$ cat config.mk
export PLATFORM = sky130hd
export DESIGN_NAME = mem_port_arbiter
export DESIGN_NICKNAME = d
export VERILOG_FILES = /design/src/rtl/mem_port_arbiter.sv
export SDC_FILE = /design/constraint.sdc
export NUM_CORES = 1
export LEC_CHECK = 0
export CAP_MARGIN = 20
export CORE_MARGIN = 8
export CORE_UTILIZATION = 25
export CTS_CLUSTER_DIAMETER = 100
export DETAILED_ROUTE_END_ITERATION = 12
export GPL_ROUTABILITY_DRIVEN = 0
export GPL_TIMING_DRIVEN = 0
export PLACE_DENSITY_LB_ADDON = 0.2
export SYNTH_ARGS = -nofsm -noshare
export SYNTH_HDL_FRONTEND = slang
export SYNTH_SLANG_ARGS = --single-unit
$ cat constraint.sdc
create_clock -name clk -period 5.1 [get_ports clk]
set_clock_uncertainty 0.2 [all_clocks]
set_input_delay 1.02 -clock clk [delete_from_list [all_inputs] [get_ports clk]]
set_output_delay 1.02 -clock clk [all_outputs]
set_load 0.01 [all_outputs]
$ cat src/rtl/mem_port_arbiter.sv
// mem_port_arbiter
//   Sequencer and arbiter for the single shared memory port. Two requesters
//   (instruction fetch = IF, execute-stage data access = EX) compete for the
//   port. The winner's address, write data and direction are registered onto
//   the memory interface. The block then waits for MFC, bounded by a timeout,
//   and returns read data together with a one-cycle acknowledge to the owner.
//
//   Ports
//     clk, rst        clock (rising edge); asynchronous active-low reset
//     if_req/if_addr  IF read request (held until if_ack), read address
//     if_ack          one-cycle completion pulse to IF
//     ex_req/ex_we    EX request (held until ex_ack), 1=write 0=read
//     ex_addr         EX address
//     ex_wdata        EX write data
//     ex_ack          one-cycle completion pulse to EX
//     rdata           captured read data, held until the next capture
//     err             pulses with the ack of an access that timed out
//     memEN/RW        memory enable, 1=read 0=write
//     mem_addr        registered address to the memory
//     mem_wdata       registered write data to the memory
//     mem_rdata       memory read data
//     MFC             memory function complete
//     busy            high whenever the sequencer is not idle
//
//   Timing (edge k = IDLE edge that samples the request)
//     k   : IDLE  -> ISSUE, owner and address latched
//     k+1 : ISSUE -> WAIT, memEN rises
//     k+2+: WAIT samples MFC; the ack is visible in the cycle after the edge
//           that sees MFC (or after the TIMEOUT-th WAIT edge)
//     then: DONE  -> IDLE, round-robin pointer updated
//
//   TIMEOUT must lie in 2..255; the wait counter is 8 bits wide.
module mem_port_arbiter #(
  parameter int ADDR_W  = 16,
  parameter int DATA_W  = 16,
  parameter int TIMEOUT = 15
) (
  input  logic              clk,
  input  logic              rst,
  input  logic              if_req,
  input  logic [ADDR_W-1:0] if_addr,
  output logic              if_ack,
  input  logic              ex_req,
  input  logic              ex_we,
  input  logic [ADDR_W-1:0] ex_addr,
  input  logic [DATA_W-1:0] ex_wdata,
  output logic              ex_ack,
  output logic [DATA_W-1:0] rdata,
  output logic              err,
  output logic              memEN,
  output logic              RW,
  output logic [ADDR_W-1:0] mem_addr,
  output logic [DATA_W-1:0] mem_wdata,
  input  logic [DATA_W-1:0] mem_rdata,
  input  logic              MFC,
  output logic              busy
);

  typedef enum logic [1:0] {IDLE, ISSUE, WAIT, DONE} state_t;
  typedef enum logic {OWN_IF = 1'b0, OWN_EX = 1'b1} owner_t;

  // The counter holds the number of WAIT edges already spent without MFC.
  // Matching TIMEOUT-1 therefore identifies the TIMEOUT-th WAIT edge.
  localparam logic [7:0] WCNT_LAST = 8'(TIMEOUT - 1);

  state_t     state;
  owner_t     owner;
  owner_t     last;
  logic [7:0] wcnt;
  logic       grant_if;

  // IF wins when it is the only requester, or when both request and EX was
  // the requester served most recently.
  always_comb begin
    grant_if = if_req && (!ex_req || (last == OWN_EX));
  end

  always_ff @(posedge clk or negedge rst) begin
    if (!rst) begin
      state     <= IDLE;
      owner     <= OWN_IF;
      last      <= OWN_EX;
      wcnt      <= '0;
      memEN     <= 1'b0;
      RW        <= 1'b1;
      mem_addr  <= '0;
      mem_wdata <= '0;
      rdata     <= '0;
      if_ack    <= 1'b0;
      ex_ack    <= 1'b0;
      err       <= 1'b0;
      busy      <= 1'b0;
    end else begin
      // ack and err are single-cycle pulses; they default low every cycle.
      if_ack <= 1'b0;
      ex_ack <= 1'b0;
      err    <= 1'b0;

      case (state)
        IDLE: begin
          if (if_req || ex_req) begin
            state <= ISSUE;
            busy  <= 1'b1;
            if (grant_if) begin
              owner    <= OWN_IF;
              mem_addr <= if_addr;
              RW       <= 1'b1;  // fetches are always reads
            end else begin
              owner     <= OWN_EX;
              mem_addr  <= ex_addr;
              mem_wdata <= ex_wdata;
              RW        <= !ex_we;
            end
          end
        end

        ISSUE: begin
          memEN <= 1'b1;
          wcnt  <= '0;
          state <= WAIT;
        end

        WAIT: begin
          // MFC is checked before the timeout. An MFC on the last allowed
          // edge therefore completes normally.
          if (MFC || (wcnt == WCNT_LAST)) begin
            if (MFC) begin
              if (RW) rdata <= mem_rdata;
            end else begin
              err   <= 1'b1;
              rdata <= '0;
            end
            memEN  <= 1'b0;
            wcnt   <= '0;
            if_ack <= (owner == OWN_IF);
            ex_ack <= (owner == OWN_EX);
            state  <= DONE;
          end else begin
            wcnt <= wcnt + 8'd1;
          end
        end

        DONE: begin
          last  <= owner;
          busy  <= 1'b0;
          state <= IDLE;
        end

        default: state <= IDLE;
      endcase
    end
  end

endmodule

==> flow_metrics.tcl <==
set metrics [dict create \
    postRouteAntennaNets 0 \
    r2r-start "state[0]" \
    critPathKind "in -> reg" \
    drc 0 \
    nNetsFinal 444 \
    setup_tns_ns 0 \
    cp-end-kind "flop" \
    p_leak_nw 2.05 \
    seqPwrFrac_pct 34.5 \
    crit_family "buffers and inverters" \
    cts_hold_buf 0 \
    start_util_pct 25.5 \
    slew_headroom_pct 44.0 \
    ctsResizeCount 0 \
    antenna_cells 0 \
    die-area_um2 15300 \
    coreArea_um2 11400 \
    yosys-top-cells-area "dfrtp_1, mux2i_1, a22o_1, mux2_4, o21ai_0" \
    dr.first_iter.drc_count 122 \
    synth_edf_count 0 \
    fin_worst_hold_slack_ns 0.274 \
    vias_per_cell 4.44 \
    syn-num-nets 310 \
    yosysWarnings 0 \
    final_hold_viol_count 0 \
    vdd_ir_drop_max_mv 0.221 \
    pwr-share-clk_pct 21.8 \
    yosysTopAreaCellShare_pct 55.3 \
    cp-start-kind "primary input" \
    cap_violations 0 \
    worstPathCellList "clkdlybuf4s50_1 -> inv_1 -> o21ai_4 -> nor2b_1 -> buf_4 -> buf_8 -> mux2_4" \
    globalRouteMet1Util_pct 12.9 \
    htreeDepth 3 \
    instances_no_fill 515 \
    worstMarginPinSlew_ns 0.841 \
    rows 39 \
    setup_ws_ns 2.30 \
    cts_buffers 9 \
    status "finished clean" \
    gr-total-overflow 0 \
    vias 2287 \
    die_height_um 124 \
    post-cts-setup-buffer-count 0 \
    clk_pin_slew_ns 0.05 \
    layout-drive-gt1-share_pct 11.8 \
    routedWlPerCell_um 15.4 \
    cp.required_ns 5.10 \
    r2r_cells 6 \
    clock-sinks 66 \
    die_w_um 124 \
    seq_area_frac_synth_pct 57.1 \
    p_sw_share_pct 31.9 \
    rsz0062_at_grt "false" \
    ys_ff_latch 66 \
    intPower_w 0.00173 \
    clockBufferDepth 2 \
    first_pass_iters 4 \
    antenna_found_initial 0 \
    fillCellCount 1139 \
    grt_use_total_pct 10.3 \
    hpwl_um 5970 \
    ys_types 39 \
    critical_path_buf_inv_count 4 \
    dp_slack_ns 1.93 \
    grt_pass1_vias 2490 \
    p_sw_w 0.000813 \
    async_flop_share_pct 100 \
    finalSetupViolations 0 \
    hold_path_startpoint "mem_addr[1]" \
    powerDensity_nw_per_um2 556 \
    crit_arrival_ns 2.80 \
    syn-cell-area_um2 2900 \
    post-route-min-period_ns 2.80 \
    grt_first_pass_wirelength_um 12300 \
    io_pins 124 \
    hold_end "mem_addr[1]" \
    place_inst 499 \
    syn_inst 233 \
    io_buffers 123 \
    slowest_stage "clkdlybuf4s50_1" \
    clock_latency_ns 0.32 \
    crit_path_max_fanout 10 \
    grt_max_degree 67 \
    cts_tree "built" \
    drv_slew 0 \
    final_util_pct 40.3 \
    p_comb_share_pct 43.7 \
    synth_area_leader_cell "dfrtp_1" \
    r2r_setup_slack_ns 2.94 \
    gr-usage-met2_pct 15.2 \
    worst_r2r_endpoint "rdata[0]" \
    top_usage_layer "met2" \
    max_stage_delay_ns 0.51 \
    fmax_mhz 358 \
    min_path_cells 2 \
    area_delta_synth_final_pct 58.0 \
    synth_top_flop_cell "dfrtp_1" \
    avgSynthCellArea_um2 12.4 \
    cts-root-buf "clkbuf_16" \
    min_path_type "reg -> reg" \
    grt_use_met3_pct 4.13 \
    wl_um 7910 \
    final.period_utilization_pct 54.8 \
]
## metrics by stage
step           total power [W]  instance area [um2]
2_1_floorplan          0.00142                 2900
3_3_place_gp           0.00201                 4310
3_5_place_dp           0.00203                 4310
4_1_cts                0.00261                 4580
5_1_grt                0.00273                 4580
6_report               0.00255                 4580
## how the worst max path moves through the flow
stage / endpoint / startpoint / slack, ns / depth (start not counted)
after floorplan: mem_wdata[10] / ex_req / 2.70 / 6
after global placement: mem_addr[10] / rst / 0.45 / 1
after detailed placement: mem_wdata[12] / ex_req / 1.93 / 7
after CTS: mem_wdata[15] / ex_req / 2.28 / 7
after global routing: mem_wdata[11] / ex_req / 2.21 / 7
final: mem_wdata[15] / ex_req / 2.30 / 7
## cell families (layout without fill, tap and decap cells)
family | Yosys count | in the layout | synth area share, %
adder cells (fa/ha/maj) | 7 | 7 | 3.02
AND/OR/NAND/NOR | 53 | 53 | 9.24
AO/OA/AOI/OAI | 56 | 56 | 13.8
buffers and inverters | 16 | 155 | 2.98
multiplexers | 35 | 35 | 13.9
flip-flops | 66 | 66 | 57.1
## power groups by stage
| stage | combinational [W] | sequential [W] | clock (W) |
|---|---|---|---|
| floorplan | 0.000450 | 0.000971 | 0 |
| global route | 0.00121 | 0.000907 | 0.000607 |
| detailed placement | 0.00114 | 0.000886 | 0 |
| CTS | 0.00114 | 0.000883 | 0.000581 |
| finish | 0.00111 | 0.000878 | 0.000554 |
| global placement | 0.00113 | 0.000881 | 0 |
## flip-flops by register name, summed over array words and instances (netlist names)
register	flops
RW	1
busy	1
err	1
ex_ack	1
if_ack	1
last	1
memEN	1
mem_addr	16
mem_wdata	16
owner	1
rdata	16
state	2
wcnt	8
## cell usage in the layout, fill, tap and decap left out, types with 2 or more instances in the layout
cell / n
a21o_1: 4
ha_1: 7
and2_1: 2
mux2i_1: 18
nand2_1: 19
buf_4: 3
and3_1: 3
a22o_1: 16
clkbuf_1: 5
inv_1: 7
clkbuf_16: 9
dfrtp_1: 64
nor3_1: 5
mux2_4: 8
mux2_2: 9
o21ai_0: 22
nor2_1: 8
o21ai_2: 2
o31ai_1: 2
nand3_1: 5
a21oi_1: 3
dfstp_2: 2
clkinvlp_4: 2
nor2b_1: 4
clkdlybuf4s50_1: 122
clkinv_2: 3
## Yosys cell counts (3+ instances only)
cell type,count
nand3_1,5
inv_1,7
mux2i_1,18
clkbuf_1,4
nand2_1,19
nor3_1,5
nor2_1,8
a21o_1,4
mux2_2,9
o21ai_0,22
dfrtp_1,64
ha_1,7
a21oi_1,3
mux2_4,8
a22o_1,16
and3_1,3
nor2b_1,4
## worst register-to-register path: stages (launching register included)
cell	delay, ns
dfrtp_1	0.41
inv_1	0.13
ha_1	0.28
and3_1	0.18
buf_1	0.27
clkbuf_1	0.39
a22o_1	0.23
## layer usage
layer	share of wire, %	vias up
met1	44	1080
met4	1.6	0
li1	-	1110
met5	0	-
met3	11	8
met2	44	89
## cell type report
cell class,count,area [um2],share of cell area [%]
Buffer,9,60.1,1.31
Clock buffer,11,243,5.30
Clock inverter,5,30.0,0.656
Inverter,7,26.3,0.574
Multi-Input combinational cell,151,1160,25.3
Sequential cell,66,1650,36.1
Tap cell,143,179,3.91
Timing Repair Buffer,123,1230,26.8
No activity file was read; power rests on OpenSTA's default activity.
